<file path="src/rtl/booth_mult_sched_if.sv">
// booth_mult_sched_if
//   Bundles the request, response and Booth-core buses of booth_mult_sched.
//   Parameters:
//     NB    log2 of the operand width
//     N     operand width in bits (products are 2*N bits)
//     NREQ  number of requesters (fixed at 4, ids are 2 bits)
//   Signals:
//     req_valid/req_m/req_q  per-requester request and packed operands
//     req_ready              one-hot accept strobe back to the requesters
//     resp_valid/resp_ready  result handshake
//     resp_id/resp_p/resp_err  owner id, signed product, watchdog flag
//     mul_load/mul_m/mul_q   control and operands to the shared Booth core
//     mul_done/mul_p         completion pulse and product from the core
//   Modports:
//     slave   the scheduler's view
//     master  the environment's view (requesters, consumer and core)
interface booth_mult_sched_if #(
  parameter int NB   = 2,
  parameter int N    = 2**NB,
  parameter int NREQ = 4
);

  logic [NREQ-1:0]   req_valid;
  logic [NREQ*N-1:0] req_m;
  logic [NREQ*N-1:0] req_q;
  logic [NREQ-1:0]   req_ready;

  logic              resp_valid;
  logic              resp_ready;
  logic [1:0]        resp_id;
  logic [2*N-1:0]    resp_p;
  logic              resp_err;

  logic              mul_load;
  logic [N-1:0]      mul_m;
  logic [N-1:0]      mul_q;
  logic              mul_done;
  logic [2*N-1:0]    mul_p;

  modport slave (
    input  req_valid, req_m, req_q, resp_ready, mul_done, mul_p,
    output req_ready, resp_valid, resp_id, resp_p, resp_err,
           mul_load, mul_m, mul_q
  );

  modport master (
    output req_valid, req_m, req_q, resp_ready, mul_done, mul_p,
    input  req_ready, resp_valid, resp_id, resp_p, resp_err,
           mul_load, mul_m, mul_q
  );

endinterface

</file>
<file path="src/rtl/booth_mult_sched.sv">
// booth_mult_sched
//   Round-robin scheduler that shares one sequential Booth multiplier core
//   among four requesters. One transaction is in flight at a time: a request
//   is granted in IDLE, its operands are loaded into the core in LOAD, the
//   core iterates in RUN, and the product is held in RESP until the consumer
//   takes it. A watchdog in RUN substitutes an error result if the core never
//   reports completion.
//   Ports:
//     clk   clock, all state changes on the rising edge
//     rst   synchronous active-low reset
//     bus   booth_mult_sched_if.slave (request, response and core buses)
//     busy  high whenever the scheduler is not idle
module booth_mult_sched #(
  parameter int NB   = 2,
  parameter int N    = 2**NB,
  parameter int NREQ = 4
) (
  input  logic                clk,
  input  logic                rst,
  booth_mult_sched_if.slave   bus,
  output logic                busy
);

  // The core normally finishes in the (N+1)th RUN cycle; the watchdog gives
  // it until the (N+4)th RUN cycle before forcing an error result.
  localparam int WDLIM = N + 3;
  localparam int WDW   = $clog2(WDLIM + 1);

  typedef enum logic [1:0] {
    IDLE,
    LOAD,
    RUN,
    RESP
  } state_t;

  state_t          state;
  state_t          state_nxt;

  logic [1:0]      rr;
  logic [1:0]      id_r;
  logic [N-1:0]    m_r;
  logic [N-1:0]    q_r;
  logic [WDW-1:0]  wd;
  logic [2*N-1:0]  p_r;
  logic            err_r;

  logic            grant_found;
  logic [1:0]      grant_idx;
  logic [1:0]      cand;
  logic [NREQ-1:0] ready;
  logic            wd_expired;

  // Search upward from the round-robin pointer; the 2-bit index wraps
  // naturally, which is the modulo-4 search over the requesters.
  always_comb begin
    grant_found = 1'b0;
    grant_idx   = '0;
    cand        = '0;
    for (int k = 0; k < NREQ; k++) begin
      cand = rr + 2'(k);
      if (!grant_found && bus.req_valid[cand]) begin
        grant_found = 1'b1;
        grant_idx   = cand;
      end
    end
  end

  assign wd_expired = (wd == WDW'(WDLIM));

  always_ff @(posedge clk) begin
    if (!rst) begin
      state <= IDLE;
    end else begin
      state <= state_nxt;
    end
  end

  // The accept strobe is withheld while reset is asserted so that no
  // requester sees a handshake the scheduler is about to discard.
  always_comb begin
    state_nxt = state;
    ready     = '0;
    case (state)
      IDLE: begin
        if (grant_found && rst) begin
          ready[grant_idx] = 1'b1;
          state_nxt        = LOAD;
        end
      end
      LOAD: begin
        state_nxt = RUN;
      end
      RUN: begin
        if (bus.mul_done || wd_expired) begin
          state_nxt = RESP;
        end
      end
      RESP: begin
        if (bus.resp_ready) begin
          state_nxt = IDLE;
        end
      end
      default: begin
        state_nxt = IDLE;
      end
    endcase
  end

  // A completion pulse wins over the watchdog if both land in the last
  // allowed RUN cycle. mul_done outside RUN never touches the result.
  always_ff @(posedge clk) begin
    if (!rst) begin
      rr    <= '0;
      id_r  <= '0;
      m_r   <= '0;
      q_r   <= '0;
      wd    <= '0;
      p_r   <= '0;
      err_r <= 1'b0;
    end else begin
      case (state)
        IDLE: begin
          if (grant_found) begin
            id_r <= grant_idx;
            m_r  <= bus.req_m[grant_idx*N +: N];
            q_r  <= bus.req_q[grant_idx*N +: N];
            rr   <= grant_idx + 2'd1;
          end
        end
        LOAD: begin
          wd <= '0;
        end
        RUN: begin
          if (bus.mul_done) begin
            p_r   <= bus.mul_p;
            err_r <= 1'b0;
          end else if (wd_expired) begin
            p_r   <= '0;
            err_r <= 1'b1;
          end else begin
            wd <= wd + WDW'(1);
          end
        end
        default: begin
        end
      endcase
    end
  end

  assign bus.req_ready  = ready;
  assign bus.resp_valid = (state == RESP);
  assign bus.resp_p     = p_r;
  assign bus.resp_id    = id_r;
  assign bus.resp_err   = err_r;
  assign bus.mul_load   = (state != RUN);
  assign bus.mul_m      = m_r;
  assign bus.mul_q      = q_r;
  assign busy           = (state != IDLE);

endmodule

</file>
<file path="src/flat_wrapper.sv">
// flat-port wrapper written by rule: the top's interface ports become plain ports
module booth_mult_sched_flat 
#(
  parameter int NB   = 2,
  parameter int N    = 2**NB,
  parameter int NREQ = 4
)
  (clk, rst, busy, bus_req_valid, bus_req_m, bus_req_q, bus_resp_ready, bus_mul_done, bus_mul_p, bus_req_ready, bus_resp_valid, bus_resp_id, bus_resp_p, bus_resp_err, bus_mul_load, bus_mul_m, bus_mul_q);
  booth_mult_sched_if #(.NB(NB), .N(N), .NREQ(NREQ)) bus_i ();
  input  logic clk;
  input  logic rst;
  output logic busy;
  input wire logic [$bits(bus_i.req_valid)-1:0] bus_req_valid;
  input wire logic [$bits(bus_i.req_m)-1:0] bus_req_m;
  input wire logic [$bits(bus_i.req_q)-1:0] bus_req_q;
  input wire logic [$bits(bus_i.resp_ready)-1:0] bus_resp_ready;
  input wire logic [$bits(bus_i.mul_done)-1:0] bus_mul_done;
  input wire logic [$bits(bus_i.mul_p)-1:0] bus_mul_p;
  output wire logic [$bits(bus_i.req_ready)-1:0] bus_req_ready;
  output wire logic [$bits(bus_i.resp_valid)-1:0] bus_resp_valid;
  output wire logic [$bits(bus_i.resp_id)-1:0] bus_resp_id;
  output wire logic [$bits(bus_i.resp_p)-1:0] bus_resp_p;
  output wire logic [$bits(bus_i.resp_err)-1:0] bus_resp_err;
  output wire logic [$bits(bus_i.mul_load)-1:0] bus_mul_load;
  output wire logic [$bits(bus_i.mul_m)-1:0] bus_mul_m;
  output wire logic [$bits(bus_i.mul_q)-1:0] bus_mul_q;
  assign bus_i.req_valid = bus_req_valid;
  assign bus_i.req_m = bus_req_m;
  assign bus_i.req_q = bus_req_q;
  assign bus_i.resp_ready = bus_resp_ready;
  assign bus_i.mul_done = bus_mul_done;
  assign bus_i.mul_p = bus_mul_p;
  assign bus_req_ready = bus_i.req_ready;
  assign bus_resp_valid = bus_i.resp_valid;
  assign bus_resp_id = bus_i.resp_id;
  assign bus_resp_p = bus_i.resp_p;
  assign bus_resp_err = bus_i.resp_err;
  assign bus_mul_load = bus_i.mul_load;
  assign bus_mul_m = bus_i.mul_m;
  assign bus_mul_q = bus_i.mul_q;
  booth_mult_sched #(.NB(NB), .N(N), .NREQ(NREQ)) u_core (.clk(clk), .rst(rst), .bus(bus_i), .busy(busy));
endmodule
</file>
<file path="config.mk">
export PLATFORM = sky130hd
export DESIGN_NAME = booth_mult_sched_flat
export DESIGN_NICKNAME = d
export VERILOG_FILES = /design/src/rtl/booth_mult_sched_if.sv /design/src/rtl/booth_mult_sched.sv /design/src/flat_wrapper.sv
export SDC_FILE = /design/constraint.sdc
export NUM_CORES = 1
export LEC_CHECK = 0
export CAP_MARGIN = 0
export CORE_ASPECT_RATIO = 1.75
export CORE_UTILIZATION = 39
export CTS_CLUSTER_SIZE = 14
export DETAILED_ROUTE_END_ITERATION = 10
export PLACE_DENSITY = 0.88
export SLEW_MARGIN = 5
export SYNTH_ARGS = -nofsm -noshare
export SYNTH_HDL_FRONTEND = slang
export SYNTH_SLANG_ARGS = --single-unit
</file>
<file path="constraint.sdc">
create_clock -name clk -period 2 [get_ports clk]
set_input_delay 0.4 -clock clk [delete_from_list [all_inputs] [get_ports clk]]
set_output_delay 0.4 -clock clk [all_outputs]
set_load 0.05 [all_outputs]
</file>
**Yosys cells after proc, flatten, opt, wreduce, memory -nomap -nowiden**

Index checks and enable logic that the tools add are counted.

- Bits in registers: 26
- Latch bits: 0
- Memory bits (writable): 0
- Memory bits (read-only): 0
- Input bits: 48
- Output and inout bits: 26
- Logic and storage cells: 79
- Memories kept: 0

- Add/sub/neg operators: 5
- Multipliers: 0
- Div/mod/pow operators: 0
- Magnitude comparators: 6
- Equality and inequality tests: 10
- Shifts and indexed selects: 2
- Mux-type cells: 31
- Bitwise gates (word level): 0
- Reduce and logical (&&, ||, !) cells: 17

Operators by type and width:

| cell | count |
|---|---|
| variable part select 16 x 5 -> 4 bit | 2 |
| 2-to-1 mux 8 bit | 2 |
| < comparator 2 x 3 -> 1 bit, second input constant | 5 |
| 2-to-1 mux 2 bit | 7 |
| 2-to-1 mux 1 bit | 11 |
| binary-select mux 1 bit (select 2 bit) | 4 |
| 2-to-1 mux 4 bit | 2 |
| inequality test 2 bit, second input constant | 4 |
| case mux 2 bit (4 select lines) | 1 |
| 2-to-1 mux 3 bit | 2 |
| case mux 3 bit (2 select lines) | 1 |
| AND reduction 3 bit | 2 |
| nonzero test 2 bit | 3 |
| logical AND 1 bit | 5 |
| adder 2 x 1 -> 2 bit, second input constant | 2 |
| adder 2 bit, second input constant | 2 |
| == test 2 bit, second input constant | 2 |
| inequality test 2 x 1 -> 1 bit, second input constant | 2 |
| AND reduction 2 bit | 2 |
| adder 3 x 1 -> 3 bit, second input constant | 1 |
| == test 3 bit, second input constant | 1 |
| logical NOT 1 bit | 3 |
| demux 1 bit (select 2 bit) | 1 |
| == test 2 x 1 -> 1 bit, second input constant | 1 |
| other kinds (3) | 3 |

**Logic depth before layout (Yosys ltp)**

Gate-level depths: netlist of run 1.

- Depth in word-level cells: 18
- Gate-level depth with buffers: 7
- Depth with buffers taken out: 7

**Worst setup path before layout of run 1**

OpenSTA, ideal clock, no wires.

- Kind: in2out
- Start: input port bus_req_valid[2]
- End: output port bus_req_ready[1]
- Arrival: 2,303 ps
- Required time: 1,600 ps
- Path slack: -703 ps
- Cell stages on the path: 5
- Buffers on the path: 1
- Cells stage by stage: nor2b_2 -> a21o_1 -> a211o_1 -> buf_6 -> nor3_1

- Cells in the longest elaborated chain, start to end: 18
- Elaborated cells on any way between the ends: 30
- Classes of those cells: order compare (2); mux (20); reduce/logical (8)

RTL lines:

| item | RTL line | source |
|---|---|---|
| from (decl) | flat_wrapper.sv:13 | `input wire logic [$bits(bus_i.req_valid)-1:0] bus_req_valid;` |
| binary-select mux 1 bit (select 2 bit) | booth_mult_sched.sv:61 | `if (!grant_found && bus.req_valid[cand]) begin` |
| 2-to-1 mux 1 bit (not written as such) | booth_mult_sched.sv:61 |  |
| 2-to-1 mux 1 bit | booth_mult_sched.sv:61 |  |
| logical NOT 1 bit | booth_mult_sched.sv:61 |  |
| logical AND 1 bit | booth_mult_sched.sv:61 |  |
| 2-to-1 mux 1 bit | booth_mult_sched.sv:61 |  |
| logical NOT 1 bit | booth_mult_sched.sv:61 |  |
| logical AND 1 bit | booth_mult_sched.sv:61 |  |
| (+2 left out) | -- |  |
| logical AND 1 bit | booth_mult_sched.sv:61 |  |
| 2-to-1 mux 2 bit | booth_mult_sched.sv:61 |  |
| < comparator 2 x 3 -> 1 bit (not written as such) or greater-or-equal comparator 2 x 1 -> 1 bit (tied branches) | booth_mult_sched.sv:86 | `ready[grant_idx] = 1'b1;` |
| logical AND 1 bit (not written as such) | booth_mult_sched.sv:86 |  |
| 2-to-1 mux 1 bit (not written as such) | booth_mult_sched.sv:86 |  |
| demux 1 bit (select 2 bit) | -- |  |
| 2-to-1 mux 4 bit * | booth_mult_sched.sv:85 | `if (grant_found && rst) begin` |
| 2-to-1 mux 4 bit * | booth_mult_sched.sv:83 | `case (state)` |
| to (decl) | flat_wrapper.sv:19 | `output wire logic [$bits(bus_i.req_ready)-1:0] bus_req_ready;` |

Mark *: on every way between the ends. The rest lies on a longest branch, timed or not. The select of a mux whose other input is x is not followed.

**Worst setup path in the final report of run 1**

- Start: register u_core.rr[0]
- End: output port bus_req_ready[0]

- Cells in the longest elaborated chain, start to end: 18
- Elaborated cells on any way between the ends: 33
- Classes of those cells: add/sub (3); order compare (2); mux (20); reduce/logical (8)

RTL lines:

| item | RTL line | source |
|---|---|---|
| from (decl) | booth_mult_sched.sv:39 | `logic [1:0] rr;` |
| from (signal assigned) | booth_mult_sched.sv:127 | `rr <= grant_idx + 2'd1;` |
| parallel branches: the longest is 16 deep, another holds < comparator 2 x 3 -> 1 bit | -- |  |
| 2-to-1 mux 4 bit * | booth_mult_sched.sv:85 |  |
| 2-to-1 mux 4 bit * | booth_mult_sched.sv:83 |  |

Every way passes the cells marked *. The select of a mux whose other input is x is not followed.

==> out/qor.txt, run 1 <==
Reg area: 529.3 µm²
Worst path top cell family by delay: simple AND/OR/NAND/NOR gates
Top Ports: 74
ys flop type: dfxtp_1
Post-synth EDFFs: 0
CP max-delay cell: dfxtp_4
class of the worst hold path: flip-flop to flip-flop
area share of the largest cell type after synthesis: 38.03%
R2R Path End: u_core.state[0]
Worst Hold Depth: 2
Final nets: 294
Initial Util: 40.70%
Clock transition at path regs: 90 ps
PD cells: 1271 mW/mm²
Synth cell types: 33
antenna-violating nets left: 0
final std cell area, no fill: 0.002517 mm²
fillers: 234
DRT Pass-1 Iters: 4
share of cells above drive strength 1: 25.10%
grt total ovfl: 0
post-synthesis cell count: 147
fmax: 0.5026 GHz
# setup viols final: 0
count of state elements after synthesis: 26
Vias: 1,519
max-cap viol count: 0
core region area: 0.003363 mm²
die height: 80.37 µm
placed cell area: 0.002372 mm²
outcome: complete, no violations
total CTS buffers: 3
CTS Hold Bufs: 0
area of the multi-input gates: 900.9 µm²
worst-case clock buffer depth: 2
row cnt: 28
largest net degree at the start of global routing: 16
first-pass GRT wire length: 7.155 mm
Port Buffers: 73
reg-to-reg startpoint: u_core.state[0]
Final Max Tran Viols: 0
RSZ-0062 raised after global routing: true
r2r worst-path depth: 7
Yosys warning total: 0
Hold Crit Start: u_core.wd[2]
reg-to-reg setup timing slack: 230 ps
post-layout util: 74.85%
leak pwr: 1.059 nW
CTS H-tree depth: 1
Vias per Instance: 5.349
crit-path max cell delay: 370 ps
CP Data Required Time: 1600 ps
P&R area growth vs syn: 83.91%
maximum vdd drop: 0.9990 mV
vias in the first global route: 1,698
Mean Syn Cell Area: 9.312 µm²
Post-Syn Nets: 201
global-route usage over all layers: 25.94%
Die ar.: 0.003760 mm²
final WL: 4.336 mm
Root Driver: clkbuf_8
die width: 46.79 µm
drt drc: 0
worst hold path endpoint: u_core.wd[2]
Worst Path Max Fanout: 3
crit path launch type: flip-flop
first-iteration detailed-routing DRC count: 40
worst setup path category: flip-flop to output pin
WP data arrival: 1590 ps
Synth top cells by count: 26 x dfxtp_1, 18 x mux2i_1, 11 x nand3_1, 11 x nor2_1
Cell Chain, Critical Path: nand2b_4 -> nor2b_4 -> o32a_1 -> nor3b_4 -> buf_12
register area share after synthesis: 38.03%
biggest area consumer among synthesized cells: dfxtp_1
clk_lat worst skew: 270 ps
antenna violations before repair: 0
Crit path buffers/inverters: 1
final period utilization: 99.48%
most numerous cell in the Yosys netlist: dfxtp_1
Slew headroom: 62.40%
drt wl/cell: 15.27 µm
Clock Sinks: 26
post-layout min period: 1990 ps
asr flop ratio synth: 0%
CTS tree: done
ant diodes: 0
Tightest Pin Transition: 562.3 ps
synthesized cell area: 0.001369 mm²
clock skew: 2.119 ps
Detail Placement HPWL: 3.498 mm
synth top area cells: dfxtp_1 38%, mux2i_1 13%, ha_1 5.5%
Hold Fails Final Rpt: 0
Worst Setup End Kind: output pin
GP Congestion: 0.7362
## where the power goes
part / switching (mW) / internal [mW]
registers: 0.103 / 0.665
logic: 1.11 / 0.891
clock network: 0.165 / 0.268
total: 1.38 / 1.82
## area by class of cell
| cell class | instances | area share, % |
|---|---|---|
| Clock buffer | 3 | 1.640 |
| Clock inverter | 1 | 1.193 |
| Inverter | 7 | 1.044 |
| Multi-Input combinational cell | 107 | 35.79 |
| Sequential cell | 26 | 21.02 |
| Tap cell | 45 | 2.237 |
| Timing Repair Buffer | 95 | 37.08 |
## layout by cell type, fill, tap and decap left out, drive strengths merged
cell type	n
nand2	6
bufinv	1
xnor2	1
a211oi	1
mux2i	18
nand2b	3
o32ai	1
nor2	11
buf	33
dfxtp	26
o21ai	2
inv	7
o21a	1
nor3b	2
or3	1
a21oi	6
a211o	1
nor2b	6
o32a	1
nand3	13
a21o	1
nor3	4
ha	6
a22oi	8
and2	3
clkdlybuf4s50	62
o221ai	8
a221oi	1
clkbuf	3
a311oi	1
or4	1
## flip-flops by register name (all words and copies together), names as in the netlist
signal	cells
u_core.bus.mul_m	4
u_core.bus.resp_id	2
u_core.bus.mul_q	4
u_core.wd	3
u_core.state	2
u_core.bus.resp_p	8
u_core.bus.resp_err	1
u_core.rr	2
## timing repair
item                                    in CTS  in global routing
gates cloned                                 0                  0
setup buffers                                1                  1
endpoints found under the setup margin      13                  6
gates resized for setup                     32                  4
pin swaps                                    9                  4
hold endpoints to repair                     0                  0
## kinds of logic after synthesis
family	after synthesis	share of synthesized area, %
flops	26	38.03
fa+ha+maj	6	5.484
xor+xnor	1	0.6400
buf+inv	14	5.119
simple gates	50	19.65
mux	18	13.16
compound gates	32	17.92
## worst max path at each step
| stage | startpoint | endpoint | slack [ps] | cells after the start |
|---|---|---|---|---|
| global placement | bus_req_valid[0] | bus_req_ready[3] | -400 | 6 |
| global route | u_core.rr[0] | bus_req_ready[0] | -40 | 5 |
| detailed placement | bus_req_valid[0] | bus_req_ready[2] | -430 | 6 |
| floorplan | bus_req_valid[2] | bus_req_ready[1] | -30 | 5 |
| CTS | rst | bus_req_ready[2] | 2 | 4 |
| finish | u_core.rr[0] | bus_req_ready[0] | 10 | 5 |
## per-layer routing
metal | GRT usage [%] | part of all wire (%)
met1 | 22.21 | 30
met4 | 11.14 | 3.4
met2 | 51.67 | 62
met5 | 0 | 0
met3 | 5.169 | 4.8
## through the flow
| step | total power, mW | hold WS [ps] | setup WS [ps] | instances | TNS [ps] |
|---|---|---|---|---|---|
| 2_1_floorplan | 1.897 | 451.6 | -30.97 | 147 | -30.97 |
| 3_3_place_gp | 2.573 | 460.8 | -395.8 | 278 | -4178 |
| 3_5_place_dp | 2.624 | 470.6 | -429.9 | 278 | -5367 |
| 4_1_cts | 3.177 | 491.4 | 1.912 | 283 | 0 |
| 5_1_grt | 3.363 | 511.6 | -39.59 | 284 | -108.9 |
| 6_report | 3.199 | 482.8 | 10.31 | 284 | 0 |
## tightest hold or removal path, stage by stage (launching register included)
cell and delay [ps]:
dfxtp_1 320, nand3_1 60, a21oi_1 60
Note: power is estimated with default switching activity, not from simulation.
==> inputs of run 2 (changes only) <==
==> constraint.sdc (replaced) <==
create_clock -name clk -period 2.07 [get_ports clk]
set_input_delay 0.414 -clock clk [delete_from_list [all_inputs] [get_ports clk]]
set_output_delay 0.414 -clock clk [all_outputs]
set_load 0.05 [all_outputs]
==> out/qor.txt, run 2 (synthesis gave the netlist of run 1 again) <==
P&R area growth vs syn: 80.35% (was 83.91%)
die height: 80.37 µm (unchanged)
reg-to-reg startpoint: u_core.state[0] (unchanged)
fillers: 274 (was 234)
share of cells above drive strength 1: 22.13% (was 25.10%)
Detail Placement HPWL: 3.085 mm (was 3.498 mm)
Hold Crit Start: u_core.wd[2] (unchanged)
Die ar.: 0.003760 mm² (unchanged)
Post-Place Setup Slack: -444.5 ps (was -429.9 ps)
clock skew: 3.738 ps (was 2.119 ps)
ant diodes: 0 (unchanged)
Clock transition at path regs: 90 ps (about the same)
Port Buffers: 73 (unchanged)
Worst Path Max Fanout: 3 (unchanged)
crit path launch type: flip-flop (unchanged)
final std cell area, no fill: 0.002469 mm² (was 0.002517 mm²)
antenna violations before repair: 0 (unchanged)
post-layout min period: 2016 ps
final worst setup slack: 53.75 ps (was 10.31 ps)
class of the worst hold path: flip-flop to flip-flop (unchanged)
Slew headroom: 61.92% (was 62.40%)
final period utilization: 97.40%
final WL: 4.010 mm (was 4.336 mm)
first-pass GRT wire length: 6.568 mm (was 7.155 mm)
max-cap viol count: 0 (unchanged)
clk_lat worst skew: 270 ps (about the same)
drt drc: 0 (unchanged)
Vias per Instance: 5.275 (was 5.349)
vias in the first global route: 1,537 (was 1,698)
commonest cells after routing, fill and taps aside: 62 x clkdlybuf4s50_1, 24 x dfxtp_1, 19 x buf_4, 18 x mux2i_1 (was 62 x clkdlybuf4s50_1, 23 x buf_4, 23 x dfxtp_1, 18 x mux2i_1)
Final nets: 290 (was 294)
Sw Share: 43.52% (was 42.99%)
Clock Sinks: 26 (unchanged)
RSZ-0062 raised after global routing: false (was true)
row cnt: 28 (unchanged)
Worst Setup End Kind: output pin (unchanged)
Root Driver: clkbuf_8 (unchanged)
grt total ovfl: 0 (unchanged)
first-iteration detailed-routing DRC count: 17 (was 40)
fin cells: 280 (was 284)
Top Ports: 74 (unchanged)
Final Max Tran Viols: 0 (unchanged)
GP Congestion: 0.7328 (was 0.7362)
fmax: 0.4960 GHz
CP Data Required Time: 1660 ps (was 1600 ps)
Seq pwr share: 24.5% (was 24.0%)
r2r worst-path depth: 7 (unchanged)
worst-case clock buffer depth: 2 (unchanged)
Vias: 1,477 (was 1,519)
Post-Place Cells: 275 (was 278)
CTS H-tree depth: 1 (unchanged)
DRT Pass-1 Iters: 4 (unchanged)
Worst Hold Depth: 2 (unchanged)
leak pwr: 1.036 nW (was 1.059 nW)
Switch Pwr: 1.294 mW (was 1.375 mW)
reg-to-reg setup timing slack: 180 ps (was 230 ps)
drt wl/cell: 14.32 µm (was 15.27 µm)
R2R Path End: u_core.state[1] (was u_core.state[0])
placed cell area: 0.002317 mm² (was 0.002372 mm²)
PD cells: 1204 mW/mm² (was 1271 mW/mm²)
combinational power share: 61.4% (was 62.5%)
CTS tree: done (unchanged)
die width: 46.79 µm (unchanged)
commonest non-fill, non-tap cell in the layout: clkdlybuf4s50_1 (unchanged)
Hold Fails Final Rpt: 0 (unchanged)
outcome: complete, no violations (unchanged)
max reg flops: 8 (unchanged)
total CTS buffers: 3 (unchanged)
core region area: 0.003363 mm² (unchanged)
largest net degree at the start of global routing: 18 (was 16)
Initial Util: 40.70% (unchanged)
antenna-violating nets left: 0 (unchanged)
# setup viols final: 0 (unchanged)
WP data arrival: 1600 ps (was 1590 ps)
Pint: 1.679 mW (was 1.824 mW)
worst setup path category: flip-flop to output pin (unchanged)
worst hold path endpoint: u_core.wd[2] (unchanged)
global-route usage over all layers: 24.15% (was 25.94%)
Clk pwr share: 14.1% (was 13.5%)
maximum vdd drop: 0.8832 mV (was 0.9990 mV)
Tightest Pin Transition: 567.4 ps (was 562.3 ps)
-- run 2: cell types whose count changed in the layout (fill, tap and decap cells not counted), sizes merged --
cell and change:
buf -4
-- run 2: power groups by stage --
stage	registers [mW]	clock network [mW]	logic, mW
detailed placement	0.720	0	1.70
floorplan	1.03	0	0.768
finish	0.729	0.420	1.82
global placement	0.716	0	1.67
CTS	0.720	0.434	1.80
global route	0.746	0.454	1.94
-- run 2: metrics by stage --
stage          setup TNS, ps  hold WS (ps)  power, mW  util [%]
2_1_floorplan         -233.2         451.6      1.802         -
3_3_place_gp           -3888         459.5      2.383     68.90
3_5_place_dp           -4648         469.8      2.417     68.90
4_1_cts                    0         483.2      2.955     73.33
5_1_grt                    0         521.3      3.138     73.40
6_report                   0         481.0      2.973     73.40
-- run 2: final cells by class --
| type | instances | area [µm²] | share of cell area (%) |
|---|---|---|---|
| multi-input cells | 107 | 894.6 | 36.24 |
| repair buffers | 91 | 894.6 | 36.24 |
| flip-flops and latches | 26 | 525.5 | 21.29 |
| well taps | 45 | 56.30 | 2.281 |
| clock buffers | 3 | 41.29 | 1.673 |
| clock inverters | 1 | 30.03 | 1.216 |
| inverters | 7 | 26.28 | 1.064 |
-- run 2: timing repair --
item | 4_1_cts | 5_1_grt
endpoints found under the setup margin | 8 | 4
pin swaps | 6 | 2
setup buffers | 1 | 0
gates resized for setup | 27 | 8
hold buffers | 0 | 0
hold endpoints to repair | 0 | 0
-- run 2: how the worst max path moves through the flow --
stage                startpoint                to  slack (ps)  depth (start not counted)
3_5_place_dp   bus_req_valid[1]  bus_req_ready[2]        -440                          6
6_report           u_core.rr[0]  bus_req_ready[0]          50                          5
3_3_place_gp   bus_req_valid[1]  bus_req_ready[2]        -410                          6
5_1_grt            u_core.rr[0]  bus_req_ready[0]         0.3                          5
4_1_cts        bus_req_valid[2]  bus_req_ready[1]           4                          6
2_1_floorplan  bus_req_valid[1]  bus_req_ready[0]        -100                          5
-- run 2: layer usage --
layer	wire length [µm]	global-route usage, %
met2	2301	45.83
met5	0	0
met1	1363	22.22
met3	196	5.169
met4	148	11.43
-- run 2: worst max-delay path, stage by stage, from the launching register on --
cell and delay [ps]:
dfxtp_4 370, nand2b_4 150, nor2b_4 130, o32a_1 240
nor3b_4 270, buf_12 170
==> inputs of run 3 (changes only) <==
--- a/config.mk
+++ b/config.mk
@@ -7,10 +7,12 @@
 export LEC_CHECK = 0
 export CAP_MARGIN = 0
 export CORE_ASPECT_RATIO = 1.75
+export CORE_MARGIN = 2
 export CORE_UTILIZATION = 39
 export CTS_CLUSTER_SIZE = 14
 export DETAILED_ROUTE_END_ITERATION = 10
 export PLACE_DENSITY = 0.88
+export SKIP_LAST_GASP = 1
 export SLEW_MARGIN = 5
 export SYNTH_ARGS = -nofsm -noshare
 export SYNTH_HDL_FRONTEND = slang
==> out/qor.txt, run 3 (synthesis gave the netlist of run 1 again) <==
Top Ports: 74 (unchanged)
reg-to-reg startpoint: u_core.state[0] (unchanged)
Tightest Pin Transition: 528.9 ps (was 567.4 ps)
Die ar.: 0.004018 mm² (was 0.003760 mm²)
post-layout min period: 2065 ps (was 2016 ps)
DRT Pass-1 Iters: 4 (unchanged)
Clk pwr share: 14.3% (was 14.1%)
Hold Fails Final Rpt: 0 (unchanged)
CP Data Required Time: 1660 ps (about the same)
max-cap viol count: 0 (unchanged)
Vias: 1,461 (was 1,477)
M3 GR Usage: 3.237% (was 5.169%)
Final nets: 289 (was 290)
grt total ovfl: 0 (unchanged)
max reg flops: 8 (unchanged)
PD cells: 1202 mW/mm² (was 1204 mW/mm²)
RSZ-0062 raised after global routing: true (was false)
R2R Path End: u_core.state[0] (was u_core.state[1])
Vias per Instance: 5.237 (was 5.275)
Seq pwr share: 24.4% (was 24.5%)
Root Driver: clkbuf_8 (unchanged)
Worst Hold Slack: 476.5 ps (was 481.0 ps)
Worst Setup End Kind: output pin (unchanged)
CTS tree: done (unchanged)
Slew headroom: 64.50% (was 61.92%)
drt wl/cell: 14.48 µm (was 14.32 µm)
Pint: 1.666 mW (was 1.679 mW)
final WL: 4.040 mm (was 4.010 mm)
antenna violations before repair: 0 (unchanged)
ant diodes: 0 (unchanged)
die height: 82.37 µm (was 80.37 µm)
clock skew: 3.395 ps (was 3.738 ps)
post-layout util: 72.92% (was 73.40%)
r2r worst-path depth: 7 (unchanged)
Port Buffers: 73 (unchanged)
drt drc: 0 (unchanged)
fin cells: 279 (was 280)
total CTS buffers: 3 (unchanged)
worst-case clock buffer depth: 2 (unchanged)
class of the worst hold path: flip-flop to flip-flop (unchanged)
maximum vdd drop: 0.7454 mV (was 0.8832 mV)
P&R area growth vs syn: 79.16% (was 80.35%)
CTS H-tree depth: 1 (unchanged)
area of the multi-input gates: 880.8 µm² (was 894.6 µm²)
GP Congestion: 0.7363 (was 0.7328)
CTS Hold Bufs: 0 (unchanged)
Clock Sinks: 26 (unchanged)
antenna-violating nets left: 0 (unchanged)
global-route usage over all layers: 20.49% (was 24.15%)
commonest cells after routing, fill and taps aside: 62 x clkdlybuf4s50_1, 25 x dfxtp_1, 18 x mux2i_1, 18 x buf_4 (was 62 x clkdlybuf4s50_1, 24 x dfxtp_1, 19 x buf_4, 18 x mux2i_1)
# setup viols final: 0 (unchanged)
Detail Placement HPWL: 3.301 mm (was 3.085 mm)
fillers: 274 (unchanged)
combinational power share: 61.3% (was 61.4%)
commonest non-fill, non-tap cell in the layout: clkdlybuf4s50_1 (unchanged)
vias in the first global route: 1,586 (was 1,537)
met1 usage: 17.25% (was 22.22%)
Post-Place Cells: 274 (was 275)
global-route met2 utilization: 46.03% (was 45.83%)
first-pass GRT wire length: 6.527 mm (was 6.568 mm)
row cnt: 28 (unchanged)
Clock transition at path regs: 90 ps (about the same)
crit path from: u_core.rr[0] (unchanged)
Switch Pwr: 1.280 mW (was 1.294 mW)
reg-to-reg setup timing slack: 220 ps (was 180 ps)
CP Capture Point: bus_req_ready[1] (was bus_req_ready[0])
clk_lat worst skew: 270 ps (about the same)
WP data arrival: 1650 ps (was 1600 ps)
core region area: 0.003363 mm² (unchanged)
crit path launch type: flip-flop (unchanged)
gr busiest metal: met2 (unchanged)
share of cells above drive strength 1: 21.37% (was 22.13%)
fmax: 0.4842 GHz (was 0.4960 GHz)
die width: 48.79 µm (was 46.79 µm)
Sw Share: 43.45% (was 43.52%)
Reg area: 524.3 µm² (was 525.5 µm²)
first-iteration detailed-routing DRC count: 18 (was 17)
outcome: complete, no violations (unchanged)
leak pwr: 1.027 nW (was 1.036 nW)
Worst Path Max Fanout: 6 (was 3)
Initial Util: 40.70% (unchanged)
worst setup path category: flip-flop to output pin (unchanged)
largest net degree at the start of global routing: 18 (unchanged)
final period utilization: 99.77% (was 97.40%)
Final Max Tran Viols: 0 (unchanged)
run 3: worst min-delay path by stage:
| stage | start | to | slack [ps] | depth (start not counted) |
|---|---|---|---|---|
| after detailed placement | u_core.wd[2] | u_core.wd[2] | 470 | 2 |
| after CTS | u_core.wd[2] | u_core.wd[2] | 480 | 2 |
| after floorplan | u_core.wd[1] | u_core.wd[1] | 450 | 2 |
| final | u_core.wd[2] | u_core.wd[2] | 480 | 2 |
| after global routing | u_core.wd[2] | u_core.wd[2] | 500 | 2 |
| after global placement | u_core.wd[1] | u_core.wd[1] | 460 | 2 |
run 3: critical path: stages (launching register included):
cell and delay [ps]:
dfxtp_4 380, nand2b_1 160, a21oi_2 80, a211o_4 360, nor3_4 240, buf_12 160
run 3: final cells by class:
| class | count | area share [%] |
|---|---|---|
| Timing Repair Buffer | 90 | 36.43 |
| Multi-Input combinational cell | 107 | 35.92 |
| Sequential cell | 26 | 21.38 |
| Tap cell | 45 | 2.296 |
| Clock buffer | 3 | 1.684 |
| Clock inverter | 1 | 1.224 |
| Inverter | 7 | 1.071 |
run 3: timing repair:
action / CTS / global route
pin swaps: 7 / 3
setup endpoints to repair: 7 / 4
gates resized for setup: 25 / 6
buffers inserted: 0 / 1
run 3: per-stage QoR:
| step | TNS (ps) | cell area, µm² | setup slack [ps] | power [mW] |
|---|---|---|---|---|
| 6_report | 0 | 2452 | 4.838 | 2.947 |
| 5_1_grt | -120.9 | 2452 | -42.40 | 3.093 |
| 4_1_cts | 0 | 2450 | 1.562 | 2.943 |
| 3_5_place_dp | -4514 | 2310 | -430.2 | 2.430 |
| 3_3_place_gp | -3700 | 2310 | -397.6 | 2.394 |
| 2_1_floorplan | -233.2 | 1401 | -96.50 | 1.802 |
run 3: routing by layer:
metal / routed length, µm / share of wire [%]
met5: 0 / 0
met1: 1293 / 32
met2: 2510 / 62
met3: 169 / 4.2
met4: 66 / 1.6
run 3: power groups by stage:
stage,clock network (mW),registers (mW),logic [mW]
finish,0.421,0.719,1.81
global route,0.445,0.735,1.91
CTS,0.427,0.716,1.80
detailed placement,0,0.719,1.71
global placement,0,0.716,1.68
floorplan,0,1.03,0.768
